--- src/rtl/cpu_mem_if.sv ---
// CPU request/response bundle between an initiator (master) and the memory responder (slave).
interface cpu_mem_if;
  logic        cpu_wr;
  logic        cpu_rd;
  logic [3:0]  cpu_byte;
  logic [3:0]  cpu_addr;
  logic [31:0] cpu_wdata;
  logic        cpu_rdata_v;
  logic [31:0] cpu_rdata;
  logic        trans_over;

  modport master (
    output cpu_wr, cpu_rd, cpu_byte, cpu_addr, cpu_wdata,
    input  cpu_rdata_v, cpu_rdata, trans_over
  );

  modport slave (
    input  cpu_wr, cpu_rd, cpu_byte, cpu_addr, cpu_wdata,
    output cpu_rdata_v, cpu_rdata, trans_over
  );
endinterface

--- src/rtl/cpu_mem_responder.sv ---
// Target-side CPU endpoint: 16 x 32-bit byte-enabled store with parameterised read/write latency.
//   state   | meaning
//   IDLE    | trans_over=1, new request sampled each edge
//   WR_WAIT | write captured, counting down to store commit
//   RD_WAIT | read captured, counting down to the rdata_v pulse
module cpu_mem_responder #(
  parameter int          RD_LAT  = 2,
  parameter int          WR_LAT  = 1,
  parameter logic [31:0] RST_VAL = 32'h0000_0000
) (
  input  logic     clk,
  input  logic     rst,
  cpu_mem_if.slave bus
);

  if (RD_LAT < 1 || RD_LAT > 15) begin : g_rd_lat_chk
    $fatal(1, "cpu_mem_responder: RD_LAT must be in 1..15");
  end
  if (WR_LAT < 1 || WR_LAT > 15) begin : g_wr_lat_chk
    $fatal(1, "cpu_mem_responder: WR_LAT must be in 1..15");
  end

  localparam logic [3:0] RD_LOAD = 4'(RD_LAT - 1);
  localparam logic [3:0] WR_LOAD = 4'(WR_LAT - 1);

  typedef enum logic [1:0] {
    IDLE    = 2'd0,
    WR_WAIT = 2'd1,
    RD_WAIT = 2'd2
  } state_t;

  state_t      state;
  state_t      next_state;
  logic [3:0]  cnt;
  logic [3:0]  cnt_nxt;

  logic [3:0]  addr_q;
  logic [3:0]  byte_q;
  logic [31:0] wdata_q;
  logic        capture;

  logic [31:0] mem [16];

  logic        commit_en;
  logic [3:0]  commit_addr;
  logic [3:0]  commit_byte;
  logic [31:0] commit_data;
  logic        resp_en;
  logic [3:0]  resp_addr;
  logic [3:0]  resp_byte;

  logic        rdata_v_q;
  logic [31:0] rdata_q;
  logic        trans_over_q;

  function automatic logic [31:0] byte_mask(input logic [3:0] be);
    return {{8{be[3]}}, {8{be[2]}}, {8{be[1]}}, {8{be[0]}}};
  endfunction

  // Single-cycle latencies act straight from the bus inputs; longer ones use the captured fields.
  always_comb begin
    next_state  = state;
    cnt_nxt     = cnt;
    capture     = 1'b0;
    commit_en   = 1'b0;
    commit_addr = addr_q;
    commit_byte = byte_q;
    commit_data = wdata_q;
    resp_en     = 1'b0;
    resp_addr   = addr_q;
    resp_byte   = byte_q;
    case (state)
      IDLE: begin
        if (bus.cpu_wr) begin
          capture = 1'b1;
          if (WR_LAT == 1) begin
            commit_en   = 1'b1;
            commit_addr = bus.cpu_addr;
            commit_byte = bus.cpu_byte;
            commit_data = bus.cpu_wdata;
          end else begin
            next_state = WR_WAIT;
            cnt_nxt    = WR_LOAD;
          end
        end else if (bus.cpu_rd) begin
          capture = 1'b1;
          if (RD_LAT == 1) begin
            resp_en   = 1'b1;
            resp_addr = bus.cpu_addr;
            resp_byte = bus.cpu_byte;
          end else begin
            next_state = RD_WAIT;
            cnt_nxt    = RD_LOAD;
          end
        end
      end
      WR_WAIT: begin
        cnt_nxt = cnt - 4'd1;
        if (cnt == 4'd1) begin
          commit_en  = 1'b1;
          next_state = IDLE;
        end
      end
      RD_WAIT: begin
        cnt_nxt = cnt - 4'd1;
        if (cnt == 4'd1) begin
          resp_en    = 1'b1;
          next_state = IDLE;
        end
      end
      default: begin
        next_state = IDLE;
        cnt_nxt    = 4'd0;
      end
    endcase
  end

  always_ff @(posedge clk or posedge rst) begin
    if (rst) begin
      state        <= IDLE;
      cnt          <= 4'd0;
      trans_over_q <= 1'b1;
    end else begin
      state        <= next_state;
      cnt          <= cnt_nxt;
      trans_over_q <= (next_state == IDLE);
    end
  end

  always_ff @(posedge clk or posedge rst) begin
    if (rst) begin
      addr_q  <= 4'd0;
      byte_q  <= 4'd0;
      wdata_q <= 32'd0;
    end else if (capture) begin
      addr_q  <= bus.cpu_addr;
      byte_q  <= bus.cpu_byte;
      wdata_q <= bus.cpu_wdata;
    end
  end

  always_ff @(posedge clk or posedge rst) begin
    if (rst) begin
      for (int i = 0; i < 16; i++) mem[i] <= RST_VAL;
    end else if (commit_en) begin
      for (int b = 0; b < 4; b++) begin
        if (commit_byte[b]) mem[commit_addr][8*b +: 8] <= commit_data[8*b +: 8];
      end
    end
  end

  // Store is read at the response edge, so any earlier commit is already visible.
  always_ff @(posedge clk or posedge rst) begin
    if (rst) begin
      rdata_v_q <= 1'b0;
      rdata_q   <= 32'd0;
    end else begin
      rdata_v_q <= resp_en;
      rdata_q   <= resp_en ? (mem[resp_addr] & byte_mask(resp_byte)) : 32'd0;
    end
  end

  assign bus.cpu_rdata_v = rdata_v_q;
  assign bus.cpu_rdata   = rdata_q;
  assign bus.trans_over  = trans_over_q;

endmodule

--- src/flat_wrapper.sv ---
// flat-port wrapper written by rule: the top's interface ports become plain ports
module cpu_mem_responder_flat 
#(
  parameter int          RD_LAT  = 2,
  parameter int          WR_LAT  = 1,
  parameter logic [31:0] RST_VAL = 32'h0000_0000
)
  (clk, rst, bus_cpu_wr, bus_cpu_rd, bus_cpu_byte, bus_cpu_addr, bus_cpu_wdata, bus_cpu_rdata_v, bus_cpu_rdata, bus_trans_over);
  cpu_mem_if bus_i ();
  input  logic clk;
  input  logic rst;
  input wire logic [$bits(bus_i.cpu_wr)-1:0] bus_cpu_wr;
  input wire logic [$bits(bus_i.cpu_rd)-1:0] bus_cpu_rd;
  input wire logic [$bits(bus_i.cpu_byte)-1:0] bus_cpu_byte;
  input wire logic [$bits(bus_i.cpu_addr)-1:0] bus_cpu_addr;
  input wire logic [$bits(bus_i.cpu_wdata)-1:0] bus_cpu_wdata;
  output wire logic [$bits(bus_i.cpu_rdata_v)-1:0] bus_cpu_rdata_v;
  output wire logic [$bits(bus_i.cpu_rdata)-1:0] bus_cpu_rdata;
  output wire logic [$bits(bus_i.trans_over)-1:0] bus_trans_over;
  assign bus_i.cpu_wr = bus_cpu_wr;
  assign bus_i.cpu_rd = bus_cpu_rd;
  assign bus_i.cpu_byte = bus_cpu_byte;
  assign bus_i.cpu_addr = bus_cpu_addr;
  assign bus_i.cpu_wdata = bus_cpu_wdata;
  assign bus_cpu_rdata_v = bus_i.cpu_rdata_v;
  assign bus_cpu_rdata = bus_i.cpu_rdata;
  assign bus_trans_over = bus_i.trans_over;
  cpu_mem_responder #(.RD_LAT(RD_LAT), .WR_LAT(WR_LAT), .RST_VAL(RST_VAL)) u_core (.clk(clk), .rst(rst), .bus(bus_i));
endmodule
--- config.mk ---
export PLATFORM = sky130hd
export DESIGN_NAME = cpu_mem_responder_flat
export DESIGN_NICKNAME = d
export VERILOG_FILES = /design/src/rtl/cpu_mem_if.sv /design/src/rtl/cpu_mem_responder.sv /design/src/flat_wrapper.sv
export SDC_FILE = /design/constraint.sdc
export NUM_CORES = 1
export LEC_CHECK = 0
export ABC_AREA = 0
export CAP_MARGIN = 0
export CORE_AREA = 2 2 232 405
export CTS_CLUSTER_SIZE = 14
export DETAILED_ROUTE_END_ITERATION = 8
export DIE_AREA = 0 0 234 407
export PLACE_DENSITY = 0.45
export SLEW_MARGIN = 5
export SYNTH_ARGS = -nofsm -noshare
export SYNTH_HDL_FRONTEND = slang
export SYNTH_SLANG_ARGS = --single-unit
--- constraint.sdc ---
create_clock -name clk -period 31.9 [get_ports clk]
set_clock_uncertainty 0.05 [all_clocks]
set_input_delay 4.785 -clock clk [delete_from_list [all_inputs] [get_ports clk]]
set_output_delay 4.785 -clock clk [all_outputs]
set_load 0.05 [all_outputs]
==> results.toml <==
[yosys]
synth_edf_count = 0
yosysSeqAreaShare_pct = 54.3
async_flop_share_pct = 100
syn-num-nets = 1795
syn_area_um2 = 27300
syn_inst = 1745
synth_top_area_share_pct = 54.2
ys_types = 51
synth_seq_cells = 592
synth_area_leader_cell = "dfrtp_1"
synth_most_common_cell = "dfrtp_1"
synth_flop_cell = "dfrtp_1"
avgSynthCellArea_um2 = 15.6
synth_common_cells = "dfrtp_1, mux2_2, mux4_2, nand2_1, mux2i_1"
synth.area.top_cells = "dfrtp_1, mux2_2, mux4_2, nor3_4, mux2i_1"
yosys_warnings = 0

[floorplan]
core_um2 = 91800
initial_core_util_pct = 29.7
die_area_um2 = 95200
die_w_um = 234
die_y_um = 407
ios = 78
rows = 147

[final_layout]
areaGrowthSynthToFinish_pct = 13.9
drive_gt1_share_pct = 47.5
fin_util_pct = 33.9
fin_cells = 3028
fin_nets = 1838

[global_routing]
grt_pass1_wl_um = 109000
grt_pass1_vias = 16600
grt_antenna_before_repair = 1
gr-total-overflow = 0
grt.total_usage_pct = 15.4
grt_max_degree = 157

[run]
cap_violations = 0

[place]
dp_hpwl_um = 46300
gp_routability_congestion = 0.717
place_inst = 2921
io_buffer_count = 77

[power]
leakage_uw = 0.0144
netSwitchingPower_uw = 977
p_int_uw = 1880
pwr-share-clk_pct = 23.8
power_frac_seq_pct = 41.5
combPwrFrac_pct = 34.8
p_per_area_nw_per_um2 = 91.7
netSwitchingFraction_pct = 34.2
vdd_ir_drop_max_v = 0.0000632

[routing]
routed_via_density = 4.97
ant_nets = 0
drt_iter0_markers = 719
wl_per_cell_um = 23.5
first_pass_iters = 5
vias = 15000
drc = 0
drt_wl_total_um = 71100

[worst_setup_path]
start_kind = "input pin"
r2r_slack_ps = 28120
cp_data_arrival_time_ps = 9390
cp_max_fo = 156
critPathKind = "in2async"
required_ps = 32430
worstSetupEndpointType = "async pin"

[cts]
cts_tree = "yes"
postCtsHoldBufs = 0
clkTransAtPathRegs_ps = 60
cts_max_level = 2
insertion_delay_ps = 630
cts.repair.resized = 0
clockBufferDepth = 3
numCtsBuffers = 57
root_buffer = "clkbuf_16"
post_cts_buffers = 0
cts_sinks = 592

[timing]
drv_slew = 0
setup_viol = 0
post-route-period-util_pct = 27.8
hold_viol_final = 0
fin_crit_ps = 8860
tightest_slew_ps = 1070
relSlewSlack_pct = 28.5
fin_setup_tns_ps = 0
max_freq_ghz = 0.113
rsz0062_at_grt = "false"

[worst_hold_path]
hold_path_class = "reg2reg"

[outcome]
status = "finished, final reports clean"
## worst max-delay path: stages
cell             delay (ps)
clkdlybuf4s50_1         500
inv_8                   650
buf_12                  600
buf_12                  720
buf_4                   900
buf_4                   940
## cell type report
type | instances | area (µm²)
clock buffer | 91 | 1730
clock inverter | 15 | 114
tap | 1192 | 1490
antenna | 1 | 2.50
inverter | 6 | 30.0
fill | 8735 | 60700
sequential | 592 | 14800
timing repair buffer | 93 | 928
multi-input combinational | 1038 | 12000
## cell usage in the layout (no fill, tap or decap), types with 10 or more instances in the layout
master	synthesis	layout
buf_4	15	13
clkbuf_1	53	19
clkbuf_16	0	59
clkbuf_8	0	13
clkdlybuf4s50_1	0	77
clkinv_2	0	10
dfrtp_1	591	588
mux2_2	548	548
mux2i_1	62	62
mux4_2	126	126
nand2_1	107	106
nand4_2	16	16
nor3_4	44	44
o22ai_1	39	34
## registers in the layout, indices dropped and copies added (netlist names)
| name | count |
|---|---|
| u_core.bus.cpu_rdata | 32 |
| u_core.bus.trans_over | 1 |
| u_core.state | 2 |
| u_core.cnt | 4 |
| u_core.addr_q | 4 |
| u_core.byte_q | 4 |
| u_core.wdata_q | 32 |
| u_core.mem | 512 |
| u_core.bus.cpu_rdata_v | 1 |
## routing by layer
metal | up-vias | GRT usage, % | part of all wire [%]
met2 | 233 | 28.6 | 54
li1 | 6595 | - | -
met3 | 88 | 2.10 | 3.2
met1 | 8129 | 18.0 | 40
met5 | - | 0 | 0
met4 | 0 | 4.67 | 2.6
## cell families (layout without fill, tap and decap cells)
| family | Yosys count | count (layout) | synth area share (%) |
|---|---|---|---|
| other | 0 | 1 | 0 |
| buffers and inverters | 115 | 205 | 2.03 |
| adders and majority gates | 6 | 6 | 0.275 |
| AOI/OAI and AO/OA | 70 | 70 | 1.73 |
| muxes | 744 | 744 | 35.7 |
| DFF | 592 | 592 | 54.3 |
| and+or+nand+nor | 218 | 218 | 5.98 |
## power groups by stage
stage	clock network (µW)	logic, µW	registers (µW)
floorplan	0	806	1130
global placement	0	990	1180
detailed placement	0	1010	1200
CTS	706	1020	1190
global route	735	1080	1220
finish	678	992	1180
## stage by stage
step / hold WS, ps / area, µm² / worst slack, ps / total power (µW)
4_1_cts: 452 / 31100 / 22760 / 2910
3_3_place_gp: 432 / 29300 / 22270 / 2170
2_1_floorplan: 422 / 27300 / 10500 / 1940
5_1_grt: 458 / 31100 / 22250 / 3030
3_5_place_dp: 437 / 29300 / 22070 / 2210
6_report: 450 / 31100 / 23040 / 2850
## path summary, 6_finish.rpt
path	startpoint	endpoint	cells after the start
min	u_core.mem[118]	u_core.mem[118]	1
max in group clk	bus_cpu_wr	u_core.mem[92]	6
min in group asynchronous	rst	u_core.mem[371]	2
max	rst	u_core.mem[334]	6
max reg2reg	u_core.addr_q[0]	u_core.mem[492]	6
min reg2reg	u_core.mem[118]	u_core.mem[118]	1
Note: power is estimated with default switching activity, not from simulation.
